--- config.mk ---
export PLATFORM = sky130hd
export DESIGN_NAME = c1541_track_sched
export DESIGN_NICKNAME = d
export VERILOG_FILES = /design/src/rtl/c1541_track_sched.sv
export SDC_FILE = /design/constraint.sdc
export NUM_CORES = 1
export LEC_CHECK = 0
export ABC_AREA = 0
export CORE_ASPECT_RATIO = 0.8
export CORE_UTILIZATION = 55
export CTS_BUF_LIST = sky130_fd_sc_hd__clkbuf_2
export DETAILED_ROUTE_END_ITERATION = 7
export PLACE_DENSITY = 0.73
export SYNTH_ARGS = -nofsm -noshare
export SYNTH_HDL_FRONTEND = slang
export SYNTH_SLANG_ARGS = --single-unit
--- constraint.sdc ---
create_clock -name clk -period 12.45 [get_ports clk]
set_input_delay 1.8675 -clock clk [delete_from_list [all_inputs] [get_ports clk]]
set_output_delay 1.8675 -clock clk [all_outputs]
set_load 0.005 [all_outputs]
--- src/rtl/c1541_track_sched.sv ---
// c1541_track_sched: sequences the SD block reads and writes that load a D64 track
// into the GCR track buffer and write a modified track back before the head moves on.
module c1541_track_sched #(
    parameter int MAX_TRACK = 40,
    parameter int SETTLE    = 16
) (
    input  logic        clk,
    input  logic        reset,
    input  logic        img_mounted,
    input  logic        img_present,
    input  logic        img_readonly,
    input  logic [5:0]  track,
    input  logic        buf_we,
    output logic        busy,
    output logic [31:0] sd_lba,
    output logic        sd_rd,
    output logic        sd_wr,
    input  logic        sd_ack,
    output logic [5:0]  cur_track
);
    localparam int            CW       = $clog2(SETTLE + 1);
    localparam logic [CW-1:0] SETTLE_C = CW'(SETTLE);
    localparam logic [5:0]    MAX_T    = 6'(MAX_TRACK);

    typedef enum logic [2:0] {IDLE, FLUSH_REQ, FLUSH_WAIT, LOAD_REQ, LOAD_WAIT} state_t;

    state_t        state, state_n;
    logic [4:0]    sec, sec_n;
    logic [5:0]    cur_track_n, load_track, load_track_n, target, track_prev;
    logic [CW-1:0] settle_cnt;
    logic          dirty, dirty_n, mount_pend, mount_pend_n, ack_d;
    logic          sd_rd_n, sd_wr_n;
    logic [31:0]   sd_lba_n;
    logic          settled, ack_fall, abort, target_ok;

    function automatic logic [4:0] nsec(input logic [5:0] t);
        if (t <= 6'd17)      return 5'd21;
        else if (t <= 6'd24) return 5'd19;
        else if (t <= 6'd30) return 5'd18;
        else                 return 5'd17;
    endfunction

    function automatic logic [31:0] base_lba(input logic [5:0] t);
        logic [31:0] tt;
        tt = {26'd0, t};
        if (t <= 6'd17)      return (tt - 32'd1) * 32'd21;
        else if (t <= 6'd24) return 32'd357 + (tt - 32'd18) * 32'd19;
        else if (t <= 6'd30) return 32'd490 + (tt - 32'd25) * 32'd18;
        else                 return 32'd598 + (tt - 32'd31) * 32'd17;
    endfunction

    assign settled   = (settle_cnt == SETTLE_C);
    assign ack_fall  = ack_d & ~sd_ack;
    assign abort     = mount_pend | img_mounted | ~img_present;
    assign target_ok = (target != 6'd0) && (target <= MAX_T);
    assign busy      = (state != IDLE) || (cur_track != target) || (cur_track == 6'd0);

    // target only follows the head after it has rested on one track for SETTLE cycles
    always_ff @(posedge clk) begin
        if (reset) begin
            track_prev <= 6'd0;
            settle_cnt <= '0;
            target     <= 6'd0;
            ack_d      <= 1'b0;
        end else begin
            track_prev <= track;
            ack_d      <= sd_ack;
            if (track != track_prev)
                settle_cnt <= '0;
            else if (!settled)
                settle_cnt <= settle_cnt + 1'b1;
            if (settled)
                target <= track_prev;
        end
    end

    always_ff @(posedge clk) begin
        if (reset) begin
            state      <= IDLE;
            sec        <= 5'd0;
            cur_track  <= 6'd0;
            load_track <= 6'd0;
            dirty      <= 1'b0;
            mount_pend <= 1'b0;
            sd_rd      <= 1'b0;
            sd_wr      <= 1'b0;
            sd_lba     <= 32'd0;
        end else begin
            state      <= state_n;
            sec        <= sec_n;
            cur_track  <= cur_track_n;
            load_track <= load_track_n;
            dirty      <= dirty_n;
            mount_pend <= mount_pend_n;
            sd_rd      <= sd_rd_n;
            sd_wr      <= sd_wr_n;
            sd_lba     <= sd_lba_n;
        end
    end

    // Aborts (mount, image removal) only take effect on an ack fall so a started block always finishes.
    always_comb begin
        state_n      = state;
        sec_n        = sec;
        cur_track_n  = cur_track;
        load_track_n = load_track;
        dirty_n      = dirty;
        mount_pend_n = mount_pend | img_mounted;
        if (state == IDLE && buf_we && !img_readonly && cur_track != 6'd0)
            dirty_n = 1'b1;

        case (state)
            IDLE: begin
                sec_n = 5'd0;
                if (mount_pend || !img_present) begin
                    cur_track_n  = 6'd0;
                    dirty_n      = 1'b0;
                    mount_pend_n = img_mounted;
                end else if (settled && target != cur_track && !img_mounted) begin
                    if (dirty && !img_readonly) begin
                        state_n = FLUSH_REQ;
                    end else if (target_ok) begin
                        load_track_n = target;
                        cur_track_n  = 6'd0;
                        dirty_n      = 1'b0;
                        state_n      = LOAD_REQ;
                    end else begin
                        cur_track_n = 6'd0;
                        dirty_n     = 1'b0;
                    end
                end
            end
            FLUSH_REQ: begin
                if (!img_present) begin
                    state_n     = IDLE;
                    cur_track_n = 6'd0;
                    dirty_n     = 1'b0;
                end else if (sd_ack) begin
                    state_n = FLUSH_WAIT;
                end
            end
            FLUSH_WAIT: begin
                if (ack_fall) begin
                    if (abort) begin
                        state_n      = IDLE;
                        cur_track_n  = 6'd0;
                        dirty_n      = 1'b0;
                        sec_n        = 5'd0;
                        mount_pend_n = 1'b0;
                    end else if (sec == nsec(cur_track) - 5'd1) begin
                        dirty_n     = 1'b0;
                        cur_track_n = 6'd0;
                        sec_n       = 5'd0;
                        if (target_ok) begin
                            load_track_n = target;
                            state_n      = LOAD_REQ;
                        end else begin
                            state_n = IDLE;
                        end
                    end else begin
                        sec_n   = sec + 5'd1;
                        state_n = FLUSH_REQ;
                    end
                end
            end
            LOAD_REQ: begin
                if (!img_present) begin
                    state_n     = IDLE;
                    cur_track_n = 6'd0;
                    dirty_n     = 1'b0;
                end else if (sd_ack) begin
                    state_n = LOAD_WAIT;
                end
            end
            LOAD_WAIT: begin
                if (ack_fall) begin
                    if (abort) begin
                        state_n      = IDLE;
                        cur_track_n  = 6'd0;
                        dirty_n      = 1'b0;
                        sec_n        = 5'd0;
                        mount_pend_n = 1'b0;
                    end else if (sec == nsec(load_track) - 5'd1) begin
                        cur_track_n = load_track;
                        sec_n       = 5'd0;
                        state_n     = IDLE;
                    end else if (settled && target != load_track) begin
                        sec_n = 5'd0;
                        if (target_ok) begin
                            load_track_n = target;
                            state_n      = LOAD_REQ;
                        end else begin
                            state_n = IDLE;
                        end
                    end else begin
                        sec_n   = sec + 5'd1;
                        state_n = LOAD_REQ;
                    end
                end
            end
            default: state_n = IDLE;
        endcase

        sd_rd_n  = (state_n == LOAD_REQ);
        sd_wr_n  = (state_n == FLUSH_REQ);
        sd_lba_n = sd_lba;
        if (state_n == LOAD_REQ)
            sd_lba_n = base_lba(load_track_n) + {27'd0, sec_n};
        else if (state_n == FLUSH_REQ)
            sd_lba_n = base_lba(cur_track_n) + {27'd0, sec_n};
    end
endmodule

==> results.cfg <==
[cells_and_area]
fin_cells = 1971
syn_to_final_growth_pct = 6.14
layout-drive-gt1-share_pct = 7.33
fin_nets = 1866
final_area_um2 = 13400

[worst_setup_path]
critPathMaxFanout = 16
cp_slowest_cell = nor3_2
worstPathRequired_ns = 12.91
critPathLaunchType = primary input
setup.worst_path.end_class = register
critPathArrivalTime_ns = 11.52
max_stage_delay_ns = 0.65
crit_type = in -> reg

[placement]
io_buffers = 53
place.gp.congestion = 1.01
placed_cell_area_um2 = 13300
place_hpwl_mm = 32.7
pre_cts_slack_ns = 1.05
dp.cells = 1954

[routing]
wl_per_cell_um = 20.7
wl_met1_mm = 19.0
wirelength_mm = 40.7
route.met3.wl_mm = 4.19
top_layer_used = met4
drc = 0
ant_nets = 0
drt-initial-drc-count = 1567
dr_wl_met2_mm = 16.4
via_per_inst = 6.49
dr_total_vias = 12800
dr.pass1.iters = 8

[timing]
worst_slack_ns = 1.39
period_needed_ns = 11.06
fmax_mhz = 90.4
final.setup.tns_ns = 0
finalMaxSlewViolations = 0
worst_pin_slew_ns = 1.05
slew-limit-headroom_pct = 29.6
whs_ns = 0.466
hold_viol = 0
skew_ns = 0.0524
grt_setup_unrepaired = no
setup_viol = 0
period_share_pct = 88.8

[clocking]
cts_resized = 0
clk_pin_slew_ns = 0.21
cts_hold_buf = 0
post_cts_buffers = 0
cts_tree = built
root_buffer = clkbuf_2
cts_num_sinks = 74
cts.htree.levels = 3
clock_latency_ns = 0.56
numCtsBuffers = 9
clockBufferDepth = 2

[yosys]
synth_nets = 1863
yosys.area_share.simple_pct = 22.7
synthMuxAreaShare_pct = 1.20
ys.flop_type = dfxtp_1
ys_seq_elements = 74
synth_cell_type_count = 120
synth_adder_area_share_pct = 20.7
synth.largest_area_cell = ha_1
synth_cells = 1656
syn_avg_cell_area_um2 = 7.64
synth-seq-area-share_pct = 11.7
synth_top_family_by_area = compound AO/OA/AOI/OAI gates
synth_compound_area_share_pct = 26.7
synth-edff-count = 0
synth_top_area_share_pct = 16.7
synthArstFlopShare_pct = 0
synthXorXnorAreaFrac_pct = 10.3
syn_area_um2 = 12600
ys_warn_count = 0
synth_area_leaders = ha_1 17%, dfxtp_1 12%, xnor2_1 6.6%

[floorplan]
fp.coreArea_um2 = 22500
io_pins = 54
initial_core_util_pct = 56.2
die_h_um = 138
rows = 49
die-width_um = 172
dieArea_um2 = 23600

[global_route]
grt_max_degree = 69
grt_pass1_wl_mm = 63.2
antenna_found_initial = 1
grt_usage_pct = 34.4
overflow = 0
first_global_vias = 11600

[power]
p_per_area_nw_per_um2 = 60.0
peakVddDrop_uv = 80.2
leakagePower_uw = 0.00573

[job]
drv_cap = 0

[worst_hold_path]
hp-class = reg -> reg

[run_status]
status = finished, final reports clean
state kept, by name, summed over array words and instances, names as in the netlist:
name	count
load_track	6
ack_d	1
dirty	1
mount_pend	1
state	3
settle_cnt	5
sd_lba	32
cur_track	6
sec	5
track_prev	6
target	6
sd_wr	1
sd_rd	1
placed cells by master, fill, tap and decap left out, drive strengths merged, types with 34 or more instances in the layout:
master and n:
xor2 53, a21oi 125, nor2 132, clkdlybuf4s50 52, ha 169, nor2b 34, dfxtp 74, nand2 132
inv 136, o21ai 87, nand3 48, xnor2 96
synth_stat cells, types with 7 or more instances:
master    number
a211o_1       13
a211oi_1      30
a21o_1        21
a21oi_1      118
a21oi_2        7
a31o_2        10
a31oi_1       21
and2_1        18
and3_1        20
buf_2         23
clkbuf_1      39
dfxtp_1       74
fa_1          25
ha_1         169
inv_1        130
mux2i_1        8
nand2_1      132
nand2b_1      25
nand3_1       45
nand3b_1       7
nand4_1       12
nor2_1       128
nor2b_1       34
nor3_1        30
nor3b_1        7
nor4_1        19
o211ai_1      15
o21a_1        13
o21ai_0       77
o21ai_1        8
o21bai_1       9
o221ai_1       8
o22ai_1        7
o31a_1         7
or2_2         10
or3_1         17
xnor2_1       96
xor2_1        53
critical path: cells and delay by family:
| kind | cells | cell delay, ns |
|---|---|---|
| fa+ha+maj | 4 | 1.45 |
| simple gates | 14 | 4.26 |
| compound gates | 9 | 2.58 |
| buf+inv | 4 | 1.36 |
per-layer routing:
layer / vias to the layer above / global-route usage (%)
li1: 5993 / -
met1: 6006 / 50.2
met2: 686 / 50.2
met3: 98 / 6.15
met4: 0 / 11.8
met5: - / 0
area by class of cell:
class / instances / area, um^2
inverter: 133 / 499
tap: 306 / 383
antenna: 1 / 2.50
fill: 2087 / 9080
timing repair buffer: 65 / 616
multi-input combinational: 1376 / 10300
clock buffer: 9 / 45.0
sequential: 74 / 1480
clock inverter: 7 / 76.3
where the power goes:
group / internal (uW) / switching (uW)
sequential: 239 / 2.36
combinational: 161 / 250
clock: 48.5 / 104
total: 449 / 356
path summary, 6_finish.rpt:
path,start,to,slack (ns),cells past startpoint
setup reg to reg,cur_track[3]$_SDFF_PP0_,sd_lba[22]$_SDFFE_PP0P_,2.43,32
hold reg to reg,sd_lba[3]$_SDFFE_PP0P_,sd_lba[3]$_SDFFE_PP0P_,0.47,2
hold / removal,sd_lba[3]$_SDFFE_PP0P_,sd_lba[3]$_SDFFE_PP0P_,0.47,2
setup / recovery,img_present,sd_lba[22]$_SDFFE_PP0P_,1.39,31
cells by family after synthesis:
group,after synthesis
simple gates,549
compound gates,470
buf+inv,206
fa+ha+maj,194
xor+xnor,149
flops,74
mux,14
per-stage QoR:
step,total power (uW),util [%]
finish,805,59.7
global route,863,59.7
CTS,796,59.7
detailed placement,646,59.1
global placement,638,59.1
floorplan,544,-
Power figures use the tool's default switching activity.
